**config.mk**
```make
export PLATFORM = sky130hd
export DESIGN_NAME = fetch_seq
export DESIGN_NICKNAME = d
export VERILOG_FILES = /design/src/rtl/fetch_seq.sv
export SDC_FILE = /design/constraint.sdc
export NUM_CORES = 1
export LEC_CHECK = 0
export ABC_AREA = 1
export BUFFER_PORTS_ARGS = -buffer_cell sky130_fd_sc_hd__clkbuf_2
export CORE_MARGIN = 2
export CORE_UTILIZATION = 55
export DETAILED_ROUTE_END_ITERATION = 8
export PLACE_DENSITY = 0.8
export SYNTH_ARGS = -nofsm -noshare
export SYNTH_HDL_FRONTEND = slang
export SYNTH_SLANG_ARGS = --single-unit
```
**constraint.sdc**
```tcl
create_clock -name clk -period 13 [get_ports clk]
set_input_delay 2.6 -clock clk [delete_from_list [all_inputs] [get_ports clk]]
set_output_delay 2.6 -clock clk [all_outputs]
set_load 0.03 [all_outputs]
```
**src/rtl/fetch_seq.sv**
```systemverilog
// Multicycle fetch sequencer: owns the PC, fetches one instruction per
// req/ack handshake, holds it until retirement and then computes the next PC.
module fetch_seq #(
  parameter logic [31:0] RESET_PC   = 32'h0000_3000,
  parameter logic [31:0] IMEM_BASE  = 32'h0000_3000,
  parameter int          IMEM_WORDS = 4096
) (
  input  logic        clk,
  input  logic        reset,
  output logic        imem_req,
  output logic [31:0] imem_addr,
  input  logic        imem_ack,
  input  logic [31:0] imem_rdata,
  output logic [31:0] instr,
  output logic [31:0] instr_pc,
  output logic        instr_valid,
  input  logic        retire,
  input  logic [3:0]  branch,
  input  logic [31:0] imm32,
  input  logic        alu_change,
  output logic [31:0] retired_cnt,
  output logic        error
);

  localparam logic [31:0] IMEM_BYTES = 32'(IMEM_WORDS) << 2;

  typedef enum logic [1:0] {IDLE, FETCH, HOLD, ERROR} state_t;

  state_t      state_reg, state_next;
  logic [31:0] pc_reg, pc_next;
  logic [31:0] instr_reg, instr_next;
  logic [31:0] instr_pc_reg, instr_pc_next;
  logic [31:0] cnt_reg, cnt_next;

  logic [31:0] pc4;
  logic [31:0] npc;
  logic [31:0] npc_off;
  logic        npc_legal;

  // Next-PC selection; all arithmetic is modulo 2^32.
  always_comb begin
    pc4 = pc_reg + 32'd4;
    case (branch)
      4'b0001: npc = pc4;
      4'b0010: npc = alu_change ? pc4 + {imm32[29:0], 2'b00} : pc4;
      4'b0100: npc = {pc_reg[31:28], imm32[25:0], 2'b00};
      default: npc = imm32;
    endcase
    npc_off   = npc - IMEM_BASE;
    npc_legal = (npc[1:0] == 2'b00) && (npc >= IMEM_BASE) && (npc_off < IMEM_BYTES);
  end

  always_comb begin
    state_next    = state_reg;
    pc_next       = pc_reg;
    instr_next    = instr_reg;
    instr_pc_next = instr_pc_reg;
    cnt_next      = cnt_reg;
    case (state_reg)
      IDLE: state_next = FETCH;
      FETCH: begin
        if (imem_ack) begin
          instr_next    = imem_rdata;
          instr_pc_next = pc_reg;
          state_next    = HOLD;
        end
      end
      HOLD: begin
        if (retire) begin
          pc_next    = npc;
          cnt_next   = cnt_reg + 32'd1;
          state_next = npc_legal ? FETCH : ERROR;
        end
      end
      default: state_next = ERROR;
    endcase
  end

  always_ff @(posedge clk or posedge reset) begin
    if (reset) begin
      state_reg    <= IDLE;
      pc_reg       <= RESET_PC;
      instr_reg    <= '0;
      instr_pc_reg <= RESET_PC;
      cnt_reg      <= '0;
    end else begin
      state_reg    <= state_next;
      pc_reg       <= pc_next;
      instr_reg    <= instr_next;
      instr_pc_reg <= instr_pc_next;
      cnt_reg      <= cnt_next;
    end
  end

  // Handshake and status outputs are pure state decodes.
  assign imem_req    = (state_reg == FETCH);
  assign imem_addr   = pc_reg;
  assign instr_valid = (state_reg == HOLD);
  assign error       = (state_reg == ERROR);
  assign instr       = instr_reg;
  assign instr_pc    = instr_pc_reg;
  assign retired_cnt = cnt_reg;

endmodule

```
==> insert_results.sql <==
INSERT INTO impl_metrics (metric_group, metric, value, unit) VALUES
('power_and_ir_drop', 'vdd_drop_max', '104', 'uV'),
('finish', 'multi_input_area', '5580', 'um2'),
('critical_path', 'crit_path_start', 'branch[3]', ''),
('floorplan', 'std_cell_rows', '49', ''),
('status', 'run_status', 'finished, final reports clean', ''),
('synth', 'warnings_from_yosys', '0', ''),
('run', 'cap_viol_max_count', '0', ''),
('drt', 'num_vias', '10236', ''),
('clock_network', 'tritoncts', 'yes', ''),
('global_route', 'gr-usage-all-layers', '32.7', '%'),
('timing', 'fin_skew', '0.00997', 'ns'),
('synth', 'synth.net_count', '1616', ''),
('floorplan', 'start_util', '55.7', '%'),
('floorplan', 'die_height', '138', 'um'),
('finish', 'n_fill_cell', '1623', ''),
('placement', 'gp_congestion', '0.977', ''),
('finish', 'ff_latch_area', '3260', 'um2'),
('synth', 'ys_seq_area_share', '32.8', '%'),
('clock_network', 'clock_tree.buffer_depth', '2', ''),
('drt', 'drt-pass1-iter-count', '5', ''),
('timing', 'period_minus_slack', '5.46', 'ns'),
('finish', 'drive_gt1_share', '19.7', '%'),
('worst_hold_path', 'hold_start', 'retired_cnt[31]', ''),
('timing', 'setup_viol', '0', ''),
('synth', 'synth.cell_area', '9940', 'um2'),
('global_route', 'grt_remaining_overflow', '0', ''),
('drt', 'route.antenna.remaining_nets', '0', ''),
('finish', 'area_overhead_vs_synth', '18.1', '%'),
('floorplan', 'fp.dieArea', '19200', 'um2'),
('timing', 'worst_slew_pin_slew', '1.04', 'ns'),
('critical_path', 'worstPathCellList', 'clkbuf_2 > or2_1 > nor3_4 > nor2_2 > nand2_2 > inv_1 > nand2_1 > nand2_1 > nand4_1 > nor2_1 > nand3_1 > nand2_1 > inv_1 > nand2_1 > nor2_1 > nand3_1 > nand2_1 > nand2_1', ''),
('synth', 'synth.lib_cells_used.distinct', '51', ''),
('clock_network', 'cts_sinks', '130', ''),
('power_and_ir_drop', 'power_leakage', '6.68', 'nW'),
('worst_hold_path', 'holdCritPathClass', 'reg2reg', ''),
('timing', 'fin_crit_sh', '42.0', '%'),
('critical_path', 'critical_path.n_buffers_inverters', '3', ''),
('finish', 'nets', '1807', ''),
('timing', 'final.setup.tns', '0', 'ns'),
('drt', 'drt-total-wl', '31.2', 'mm'),
('floorplan', 'core_area', '17800', 'um2'),
('critical_path', 'cp_max_fo', '39', ''),
('placement', 'dp_hpwl', '25.0', 'mm'),
('drt', 'first_iter_violations', '757', ''),
('finish', 'postLayoutCoreUtil', '65.8', '%'),
('synth', 'number_of_enable_flip_flop_cells_after_synthesis', '0', ''),
('synth', 'synth.ff_latch_count', '130', ''),
('clock_network', 'count_of_instances_resized_after_the_clock_tree_is_built', '0', ''),
('drt', 'routed_via_density', '5.28', ''),
('clock_network', 'cts_htree_levels', '4', ''),
('critical_path', 'worst_setup_ep_type', 'register', ''),
('synth', 'synth_cells', '1508', ''),
('critical_path', 'max_stage_delay', '0.80', 'ns'),
('critical_path', 'worst_ep_required_time', '13.29', 'ns'),
('finish', 'antenna_cells', '0', ''),
('timing', 'maxSlewViolCount', '0', ''),
('synth', 'synthArstFlopShare', '100', '%'),
('placement', 'placed_cell_area', '11100', 'um2'),
('finish', 'stdcell_area', '11700', 'um2'),
('critical_path', 'worst_path_max_delay_cell', 'sky130_fd_sc_hd__nor3_4', ''),
('drt', 'wl_per_cell', '16.1', 'um'),
('clock_network', 'clk_latency', '0.41', 'ns'),
('clock_network', 'cts.clk_slew.worst_paths', '0.06', 'ns'),
('critical_path', 'cpLargestDelayFamily', 'simple AND/OR/NAND/NOR gates', ''),
('floorplan', 'die_w', '138', 'um'),
('drt', 'drc', '0', ''),
('clock_network', 'clockRootBuffer', 'sky130_fd_sc_hd__clkbuf_16', ''),
('clock_network', 'cts_setup_buffers', '0', ''),
('synth', 'ys_dominant_reg_cell', 'sky130_fd_sc_hd__dfrtp_1', ''),
('clock_network', 'cts_hold_repair.buffers', '0', ''),
('placement', 'post-place-ws', '7.17', 'ns');
-- kinds of logic after synthesis --
logic type / count (synthesis) / share of synthesized area, %
multiplexers: 33 / 3.74
AND/OR/NAND/NOR: 829 / 35.9
buffers and inverters: 288 / 11.1
flip-flops: 130 / 32.8
XOR/XNOR: 37 / 3.40
AO/OA/AOI/OAI: 156 / 8.58
adder cells (fa/ha/maj): 35 / 4.48
-- cell type report --
| cell class | instances | area share (%) |
|---|---|---|
| Clock inverter | 9 | 1.11 |
| Multi-Input combinational cell | 1090 | 47.6 |
| Inverter | 255 | 8.20 |
| Timing Repair Buffer | 205 | 8.79 |
| Clock buffer | 21 | 4.10 |
| Sequential cell | 130 | 27.8 |
| Tap cell | 229 | 2.44 |
-- worst register-to-register path: stages, from the launching register on --
cell                       delay, ns
sky130_fd_sc_hd__dfrtp_1        0.50
sky130_fd_sc_hd__ha_1           0.26
sky130_fd_sc_hd__nand2_2        0.09
sky130_fd_sc_hd__nor2_4         0.20
sky130_fd_sc_hd__inv_2          0.05
sky130_fd_sc_hd__nor2_2         0.23
sky130_fd_sc_hd__xor2_1         0.31
sky130_fd_sc_hd__inv_1          0.14
sky130_fd_sc_hd__ha_1           0.37
sky130_fd_sc_hd__nand2_1        0.09
sky130_fd_sc_hd__inv_1          0.07
sky130_fd_sc_hd__nand2_1        0.09
sky130_fd_sc_hd__nor2_1         0.31
sky130_fd_sc_hd__nand3b_1       0.20
sky130_fd_sc_hd__nand4_1        0.13
sky130_fd_sc_hd__nand3_1        0.08
sky130_fd_sc_hd__nand2_1        0.08
sky130_fd_sc_hd__nand2_1        0.04
sky130_fd_sc_hd__nand2_1        0.13
sky130_fd_sc_hd__nand2_2        0.08
sky130_fd_sc_hd__nor2_4         0.14
sky130_fd_sc_hd__nand3_2        0.11
sky130_fd_sc_hd__o21a_1         0.19
sky130_fd_sc_hd__nor2_1         0.10
sky130_fd_sc_hd__nand3_1        0.08
sky130_fd_sc_hd__nand2_1        0.06
sky130_fd_sc_hd__nand2_1        0.04
-- worst paths after layout --
path                                   end  slack (ns)  cells past startpoint
hold reg to reg            retired_cnt[31]        0.47                      1
setup / recovery              state_reg[1]        7.54                     18
min in group asynchronous         instr[6]        2.30                      2
setup reg to reg              state_reg[1]        8.67                     26
hold / removal             retired_cnt[31]        0.47                      1
max in group asynchronous    imem_addr[10]        9.32                      3
-- Yosys cell counts, types with 2 or more instances --
| cell type | number | area, um2 |
|---|---|---|
| sky130_fd_sc_hd__a211oi_1 | 3 | 22.5 |
| sky130_fd_sc_hd__a21oi_1 | 39 | 195 |
| sky130_fd_sc_hd__a221oi_1 | 4 | 35.0 |
| sky130_fd_sc_hd__and2_1 | 4 | 25.0 |
| sky130_fd_sc_hd__buf_1 | 5 | 18.8 |
| sky130_fd_sc_hd__buf_2 | 3 | 15.0 |
| sky130_fd_sc_hd__buf_4 | 2 | 15.0 |
| sky130_fd_sc_hd__clkbuf_1 | 22 | 82.6 |
| sky130_fd_sc_hd__dfrtp_1 | 126 | 3150 |
| sky130_fd_sc_hd__dfstp_2 | 4 | 105 |
| sky130_fd_sc_hd__ha_1 | 34 | 425 |
| sky130_fd_sc_hd__inv_1 | 240 | 901 |
| sky130_fd_sc_hd__inv_2 | 13 | 48.8 |
| sky130_fd_sc_hd__mux2_2 | 33 | 372 |
| sky130_fd_sc_hd__nand2_1 | 519 | 1950 |
| sky130_fd_sc_hd__nand2_2 | 6 | 37.5 |
| sky130_fd_sc_hd__nand3_1 | 113 | 566 |
| sky130_fd_sc_hd__nand3b_1 | 2 | 15.0 |
| sky130_fd_sc_hd__nand4_1 | 20 | 125 |
| sky130_fd_sc_hd__nor2_1 | 100 | 375 |
| sky130_fd_sc_hd__nor2_2 | 9 | 56.3 |
| sky130_fd_sc_hd__nor2_4 | 6 | 67.6 |
| sky130_fd_sc_hd__nor2_8 | 2 | 40.0 |
| sky130_fd_sc_hd__nor3_1 | 21 | 105 |
| sky130_fd_sc_hd__nor3_2 | 4 | 40.0 |
| sky130_fd_sc_hd__o211ai_1 | 4 | 30.0 |
| sky130_fd_sc_hd__o21ai_0 | 84 | 420 |
| sky130_fd_sc_hd__o21ai_1 | 8 | 40.0 |
| sky130_fd_sc_hd__o21bai_1 | 3 | 22.5 |
| sky130_fd_sc_hd__o221ai_1 | 2 | 17.5 |
| sky130_fd_sc_hd__o22ai_1 | 3 | 18.8 |
| sky130_fd_sc_hd__or2_2 | 17 | 106 |
| sky130_fd_sc_hd__xnor2_1 | 8 | 70.1 |
| sky130_fd_sc_hd__xor2_1 | 28 | 245 |
-- where the power goes --
part / total (mW) / internal, mW / switching, mW
Combinational: 0.552 / 0.166 / 0.386
Sequential: 0.484 / 0.440 / 0.0440
Clock: 0.483 / 0.319 / 0.164
-- routing by layer --
layer	track usage, %	up-vias	wire length [um]
met4	13.8	0	1170
met1	43.3	4633	13500
met5	0	-	0
met2	53.5	411	14300
li1	-	5125	-
met3	5.23	67	2210
-- per-stage QoR --
stage	power, mW	cells
final	1.52	1939
after global routing	1.61	1939
after CTS	1.52	1939
after detailed placement	1.03	1909
after global placement	1.02	1909
after floorplan	0.867	1508
No activity file was read; power rests on OpenSTA's default activity.
